File: config.mk
export PLATFORM = sky130hd
export DESIGN_NAME = io_bank
export DESIGN_NICKNAME = d
export VERILOG_FILES = /design/src/rtl/io_bank.sv
export SDC_FILE = /design/constraint.sdc
export NUM_CORES = 1
export LEC_CHECK = 0
export ABC_AREA = 1
export CAP_MARGIN = 20
export CORE_MARGIN = 3
export CORE_UTILIZATION = 51
export DETAILED_ROUTE_END_ITERATION = 10
export PLACE_DENSITY = 0.77
export SYNTH_ARGS = -nofsm -noshare
export SYNTH_HDL_FRONTEND = slang
export SYNTH_SLANG_ARGS = --single-unit
File: constraint.sdc
create_clock -name clk -period 1.68 [get_ports clk]
set_input_delay 0.336 -clock clk [delete_from_list [all_inputs] [get_ports clk]]
set_output_delay 0.336 -clock clk [all_outputs]
set_load 0.02 [all_outputs]
File: src/rtl/io_bank.sv
// io_bank: memory-mapped IO peripheral block with GPIO, a free-running
// timer with compare/interrupt, and an 8N1 UART transmitter.
module io_bank #(
    parameter logic [15:0] DIV_RESET = 16'd868
) (
    input  logic        clk,
    input  logic        reset,
    input  logic [7:0]  io_addr,
    input  logic        io_en,
    input  logic        io_we,
    input  logic [31:0] io_data_write,
    output logic [31:0] io_data_read,
    input  logic [7:0]  gpio_in,
    output logic [7:0]  gpio_out,
    output logic        uart_tx,
    output logic        irq
);

    // Register selector values (io_addr[4:2])
    localparam logic [2:0] R_GPIO_OUT = 3'd0;
    localparam logic [2:0] R_GPIO_IN  = 3'd1;
    localparam logic [2:0] R_COUNT    = 3'd2;
    localparam logic [2:0] R_CMP      = 3'd3;
    localparam logic [2:0] R_CTRL     = 3'd4;
    localparam logic [2:0] R_STATUS   = 3'd5;
    localparam logic [2:0] R_UART_TX  = 3'd6;
    localparam logic [2:0] R_UART_DIV = 3'd7;

    // UART transmitter states
    localparam logic [1:0] S_IDLE  = 2'd0;
    localparam logic [1:0] S_START = 2'd1;
    localparam logic [1:0] S_DATA  = 2'd2;
    localparam logic [1:0] S_STOP  = 2'd3;

    logic [2:0]  sel;
    logic        wr;
    logic        unused_addr_bits;

    logic [7:0]  gpio_out_q, gpio_out_d;
    logic [7:0]  sync1_q, sync2_q;
    logic [31:0] count_q, count_d;
    logic [31:0] cmp_q, cmp_d;
    logic        timer_en_q, timer_en_d;
    logic        irq_en_q, irq_en_d;
    logic        match_q, match_d;
    logic [15:0] div_q, div_d;

    logic [1:0]  state_q, state_d;
    logic [7:0]  shift_q, shift_d;
    logic [2:0]  idx_q, idx_d;
    logic [15:0] baud_q, baud_d;
    logic        tx_q, tx_d;
    logic [15:0] reload;
    logic        busy;

    assign sel              = io_addr[4:2];
    assign wr               = io_en & io_we;
    assign unused_addr_bits = ^{io_addr[7:5], io_addr[1:0]};

    assign busy     = (state_q != S_IDLE);
    assign gpio_out = gpio_out_q;
    assign uart_tx  = tx_q;
    assign irq      = match_q & irq_en_q;

    // A divider of zero behaves as one cycle per bit; the counter runs reload..0.
    assign reload = (div_q == 16'd0) ? 16'd0 : (div_q - 16'd1);

    // Register-file next state: writes, timer increment and match flag
    always_comb begin
        gpio_out_d = gpio_out_q;
        cmp_d      = cmp_q;
        timer_en_d = timer_en_q;
        irq_en_d   = irq_en_q;
        div_d      = div_q;
        count_d    = timer_en_q ? (count_q + 32'd1) : count_q;
        match_d    = match_q;

        if (wr) begin
            case (sel)
                R_GPIO_OUT: gpio_out_d = io_data_write[7:0];
                R_COUNT:    count_d    = io_data_write;
                R_CMP:      cmp_d      = io_data_write;
                R_CTRL: begin
                    timer_en_d = io_data_write[0];
                    irq_en_d   = io_data_write[1];
                end
                R_UART_DIV: div_d      = io_data_write[15:0];
                default: ;
            endcase
        end

        // Clear first, then set, so a simultaneous set keeps the flag high.
        if (wr && (sel == R_STATUS) && io_data_write[0]) begin
            match_d = 1'b0;
        end
        if (timer_en_q && (count_q == cmp_q)) begin
            match_d = 1'b1;
        end
    end

    // UART next state: bit sequencing driven by the down-counting baud counter
    always_comb begin
        state_d = state_q;
        shift_d = shift_q;
        idx_d   = idx_q;
        baud_d  = baud_q;

        case (state_q)
            S_IDLE: begin
                if (wr && (sel == R_UART_TX)) begin
                    shift_d = io_data_write[7:0];
                    state_d = S_START;
                    baud_d  = reload;
                end
            end
            S_START: begin
                if (baud_q == 16'd0) begin
                    state_d = S_DATA;
                    idx_d   = 3'd0;
                    baud_d  = reload;
                end else begin
                    baud_d = baud_q - 16'd1;
                end
            end
            S_DATA: begin
                if (baud_q == 16'd0) begin
                    baud_d = reload;
                    if (idx_q == 3'd7) begin
                        state_d = S_STOP;
                    end else begin
                        idx_d = idx_q + 3'd1;
                    end
                end else begin
                    baud_d = baud_q - 16'd1;
                end
            end
            S_STOP: begin
                if (baud_q == 16'd0) begin
                    state_d = S_IDLE;
                end else begin
                    baud_d = baud_q - 16'd1;
                end
            end
            default: state_d = S_IDLE;
        endcase

        // Line level is registered from the next state to keep uart_tx glitch-free.
        case (state_d)
            S_START: tx_d = 1'b0;
            S_DATA:  tx_d = shift_d[idx_d];
            default: tx_d = 1'b1;
        endcase
    end

    // Zero-latency read mux; idle bus reads as zero
    always_comb begin
        io_data_read = 32'h0;
        if (io_en) begin
            case (sel)
                R_GPIO_OUT: io_data_read = {24'h0, gpio_out_q};
                R_GPIO_IN:  io_data_read = {24'h0, sync2_q};
                R_COUNT:    io_data_read = count_q;
                R_CMP:      io_data_read = cmp_q;
                R_CTRL:     io_data_read = {30'h0, irq_en_q, timer_en_q};
                R_STATUS:   io_data_read = {30'h0, busy, match_q};
                R_UART_DIV: io_data_read = {16'h0, div_q};
                default:    io_data_read = 32'h0;
            endcase
        end
    end

    // Control and register state with synchronous reset dominating writes
    always_ff @(posedge clk) begin
        if (reset) begin
            gpio_out_q <= 8'h0;
            sync1_q    <= 8'h0;
            sync2_q    <= 8'h0;
            count_q    <= 32'h0;
            cmp_q      <= 32'hFFFF_FFFF;
            timer_en_q <= 1'b0;
            irq_en_q   <= 1'b0;
            match_q    <= 1'b0;
            div_q      <= DIV_RESET;
            state_q    <= S_IDLE;
            idx_q      <= 3'd0;
            baud_q     <= 16'd0;
            tx_q       <= 1'b1;
        end else begin
            gpio_out_q <= gpio_out_d;
            sync1_q    <= gpio_in;
            sync2_q    <= sync1_q;
            count_q    <= count_d;
            cmp_q      <= cmp_d;
            timer_en_q <= timer_en_d;
            irq_en_q   <= irq_en_d;
            match_q    <= match_d;
            div_q      <= div_d;
            state_q    <= state_d;
            idx_q      <= idx_d;
            baud_q     <= baud_d;
            tx_q       <= tx_d;
        end
    end

    // Transmit shift data; only meaningful while a frame is in flight
    always_ff @(posedge clk) begin
        shift_q <= shift_d;
    end

endmodule

# After elaboration in Yosys (flattened, before gate mapping)

Index checks and enable logic that the tools add are counted.

Reduce and logical (&&, ||, !) cells: 16
Muxes and demuxes: 27
Eq/ne operators: 16
Add/subtract/negate cells: 4
Bitwise logic cells: 2
$lt $le $gt $ge: 1

Operators by type and width:

| cell                                                                          | number |
|---|---|
| 32-bit case mux with 7 select lines                                           | 1 |
| 32-bit 2-to-1 mux                                                             | 4 |
| 16-bit 2-to-1 mux                                                             | 4 |
| 16-bit case mux with 3 select lines                                           | 1 |
| 32-bit by 1-bit adder with 32-bit output (second input constant)              | 1 |
| 32-bit == test                                                                | 1 |
| 16-bit zero test                                                              | 2 |
| 16-bit by 1-bit subtractor with 16-bit output (second input constant)         | 2 |
| 8-bit 2-to-1 mux                                                              | 2 |
| 3-bit == test (second input constant)                                         | 5 |
| 2-bit 2-to-1 mux                                                              | 5 |
| 2-bit AND reduction                                                           | 5 |
| 3-bit 2-to-1 mux                                                              | 3 |
| 2-bit case mux with 4 select lines                                            | 1 |
| 2-bit == test (second input constant)                                         | 3 |
| 3-bit by 2-bit == test with 1-bit output (second input constant)              | 2 |
| 3-bit case mux with 2 select lines                                            | 1 |
| 2-bit by 1-bit == test with 1-bit output (second input constant)              | 2 |
| 1-bit logical AND                                                             | 4 |
| 3-bit by 4-bit less-than comparator with 1-bit output (second input constant) | 1 |
| 2-bit inequality test (second input constant)                                 | 2 |
| 2-bit nonzero test                                                            | 2 |
| 3-bit by 1-bit adder with 3-bit output (second input constant)                | 1 |
| 1-bit binary-select mux with 3-bit select                                     | 1 |
| other kinds (7)                                                               | 10 |

Flip-flop bits (word level): 137
Logic and storage cells: 80

# Depth between registers and ports, before layout

Word-level depth: 7
Mapped depth: 15

# Worst setup path before layout

Ideal clock, no wire load.

Path kind: input to output
Start: input io_addr[4]
End: output io_data_read[0]
Data required time: 1.344 ns
Path slack: -0.212 ns
Path buffers: 1
Data arrival time: 1.556 ns
Cell stages on the path: 6
Cell sequence: buf_6 nor3_1 nand2_1 o21ai_0 a221oi_1 a21oi_1

Cells in the longest elaborated chain, start to end: 3
Elaborated cells between the ends (all ways): 9
Those cells by class: 6 x eq/ne; 2 x mux; 1 x reduce/logical

Ends and longest elaborated chain:

| element                                     | RTL line | text |
|---|---|---|
| from (decl)                                 | 8        | `input logic [7:0] io_addr,` |
| 3-bit == test, or another cell as far along | 159      | `case (sel)` |
| 32-bit case mux with 7 select lines (*)     | 159      |  |
| 32-bit 2-to-1 mux (*)                       | 158      | `if (io_en) begin` |
| to (decl)                                   | 12       | `output logic [31:0] io_data_read,` |

Mark *: on every way between the ends. The rest lies on a longest branch, timed or not.

# Worst setup path in the final report

Start: input io_addr[2]
End: output io_data_read[26]

The elaborated chain is that of the path after synthesis.

==> run_results.csv <==
group,metric,value,unit
yosys,synthTopCellsByArea,"dfxtp_1 (35%), nand2_1 (8.8%), inv_1 (7.7%)",
yosys,async_reset_ff_share,0,%
global_routing,grt_max_degree,43,
yosys,synth-seq-cells,137,
yosys,yosysTopAreaCell,"dfxtp_1",
clock_network,cts_tree,"done",
sta,max_freq,0.5003,GHz
sta,final_max_slew_viol_count,0,
clock_network,path_clk_slew,0.06,ns
critical_path,critPathKind,"in2out",
clock_network,clock-sinks,137,
floorplanning,die_w,129.5,um
clock_network,hold_buffers,0,
yosys,synth_edf_count,0,
place,place.gp.congestion,0.9228,
sta,finalWorstSetupSlack,-0.3188,ns
critical_path,cp.arrival,1.66,ns
sta,hold_viol,0,
critical_path,cp_cell_sequence,"buf_8, buf_4, nand2_2, nor2_4, buf_6, clkbuf_16, a22oi_1, nor2_2, buf_4",
finish,multi_input_area,5403,sq um
sta,grt_setup_unrepaired,"yes",
routing,via_count,10830,
routing,via_per_inst,6.715,
power,power,10.05,mW
floorplanning,die_y,129.5,um
sta,worst_slew_pin_slew,0.4856,ns
finish,nNetsFinal,1477,
finish,area_growth,63.11,%
sta,fin_skew,0.01108,ns
yosys,synth_flop_cell,"dfxtp_1",
yosys,synth_compound_area_share,20.04,%
yosys,synth-xor-area-share,5.746,%
finish,fillerInstances,647,
yosys,ys_types,48,
hold_path,hold_class,"reg2reg",
floorplanning,fp.dieArea,16760,sq um
routing,drc,0,
routing,route.detailed.wl_per_inst,24.49,um
status,status,"finished, violations left",
run,maxCapViolCount,0,
critical_path,cp_slowest_cell,"nor2_4",
critical_path,worst-path-buf-inv,5,
critical_path,timing.critical_path.mode_cell,"buf_4",
routing,ant_nets,0,
yosys,synth_warnings,0,
global_routing,grt_pass1_vias,9127,
global_routing,grt_pass1_wl,45820,um
finish,n_antenna_cell,0,
place,dp_hpwl,18390,um
power,leakagePower,5.790,nW
floorplanning,coreArea,14700,sq um
routing,wl,39480,um
yosys,synth-simple-area-share,25.88,%
critical_path,start_kind,"input pin",
sta,finalCritPeriodShare,119.0,%
clock_network,h-tree-depth,4,
yosys,yosysSeqAreaShare,35.28,%
place,place_area,10300,sq um
finish,drive_above_1_share,42.37,%
finish,final_area,12680,sq um
status,violations,"setup timing",
critical_path,max_stage_delay,0.32,ns
floorplanning,rows,44,
power,powerDensity,792.5,nW/um^2
global_routing,grt-ovfl-total,0,
critical_path,critPathMaxFanout,6,
floorplanning,start_util,52.89,%
yosys,synth_top_area_share,35.28,%
place,io_buffers,88,
critical_path,worstPathRequired,1.34,ns
floorplanning,pin_count,94,
clock_network,clock_latency,0.45,ns
clock_network,cts_root_buf,"clkbuf_16",
yosys,syn_area,7774,sq um
sta,max_slew_margin,67.38,%
yosys,synth_top_family_by_area,"simple AND/OR/NAND/NOR gates",
routing,drt-initial-drc-count,1854,
global_routing,antenna_found_initial,1,
sta,period_needed,1.999,ns
sta,final-setup-viol-count,82,
yosys,syn_nets,1185,
power,vdd_drop_max,0.8775,mV
yosys,syn_inst,1123,
clock_network,clockBufferDepth,2,
critical_path,crit_path_end_kind,"primary output",
yosys,synthMuxAreaShare,0,%
yosys,syn_avg_cell_area,6.922,sq um
clock_network,numCtsBuffers,17,
global_routing,grt_use_total,34.54,%
routing,first_pass_iters,11,
critical_path,critPathTopFamily,"buffers and inverters",
yosys,synthAdderAreaFrac,1.610,%
finish,ff_latch_area,2791,sq um
## synthesized netlist by cell type (6+ instances only)
library cell  instances
a22oi_1              19
nor3_1               23
buf_2                11
a211oi_1              6
inv_1               160
o21bai_1             15
o22ai_1              33
clkbuf_1             26
o21ai_0              67
ha_1                 10
o211ai_1             21
a21oi_1              61
o221ai_1              7
nand2_1             183
xnor2_1              13
nand2_2               7
o21ai_1              14
nor2_1              104
dfxtp_1             137
xor2_1               38
inv_2                17
nand3_1              81
nand4_1              14
nor2_2                9
## final timing paths
kind | start | end | slack, ns | cells after the start
setup reg to reg | baud_q[0] | uart_tx | -0.28 | 15
setup / recovery | io_addr[2] | io_data_read[26] | -0.32 | 9
hold / removal | sync1_q[2] | sync2_q[2] | 0.40 | 2
hold reg to reg | sync1_q[2] | sync2_q[2] | 0.40 | 2
## metal layers
| metal | up-vias | wire length [um] | GRT usage (%) |
|---|---|---|---|
| li1 | 4310 | - | - |
| met1 | 4891 | 12840 | 43.05 |
| met2 | 1188 | 17400 | 56.01 |
| met3 | 434 | 5664 | 8.574 |
| met4 | 2 | 3558 | 16.87 |
| met5 | - | 13 | 0 |
## through the flow
step | TNS (ns) | setup WS, ns | instances | utilization [%] | hold WS (ns)
3_5_place_dp | -75.16 | -1.037 | 1541 | 70.05 | 0.3928
2_1_floorplan | 0 | 0.005026 | 1123 | - | 0.3883
4_1_cts | -4.007 | -0.1779 | 1596 | 79.20 | 0.4019
6_report | -13.65 | -0.3188 | 1612 | 86.26 | 0.4013
5_1_grt | -16.31 | -0.3632 | 1612 | 86.26 | 0.4100
3_3_place_gp | -68.75 | -0.9955 | 1541 | 70.05 | 0.3889
## what timing repair did
item                                    CTS  global route
endpoints found under the setup margin   92            79
pin swaps                                42            95
hold endpoints to repair                  0             0
setup buffers                            20            18
cloned                                    4             1
gates resized for setup                 325           259
## power by group
part           switching [mW]  internal, mW  total, mW  leakage [nW]
combinational            1.43          1.05       2.48          4.35
sequential              0.107          3.39       3.50          1.13
clock                    1.79          2.28       4.07         0.307
## cells by family after synthesis
logic type	Yosys count
xor gates and xnor gates	51
AOI/OAI and AO/OA	258
DFF	137
adders and majority gates	10
buffers and inverters	223
and+or+nand+nor	444
## final cells by class
type                            instances  area share (%)
Multi-Input combinational cell        764           42.61
Timing Repair Buffer                  318           23.13
Sequential cell                       137           22.01
Inverter                              177           5.506
Clock buffer                           17           3.355
Tap cell                              184           1.816
Clock inverter                         15           1.569
## layout by cell type, fill, tap and decap left out, drive strengths merged, types with 14 or more instances in the layout
cell type,instances
buf,264
nand2,191
inv,187
dfxtp,137
nor2,117
o21ai,83
nand3,82
a21oi,62
clkdlybuf4s50,43
xor2,38
o22ai,33
nor3,27
o211ai,21
a22oi,19
clkbuf,18
o21bai,15
nand4,14
## tightest hold or removal path, stage by stage (launching register included)
cell and delay [ns]:
dfxtp_1 0.30, inv_1 0.04, nor2_1 0.03
## registers in the layout (all words and copies together) (netlist names), 3 cells and up
name and count:
sync1_q 8, div_q 16, shift_q 8, count_q 32, sync2_q 8, gpio_out 8
baud_q 16, cmp_q 32, idx_q 3
Power figures use the tool's default switching activity.
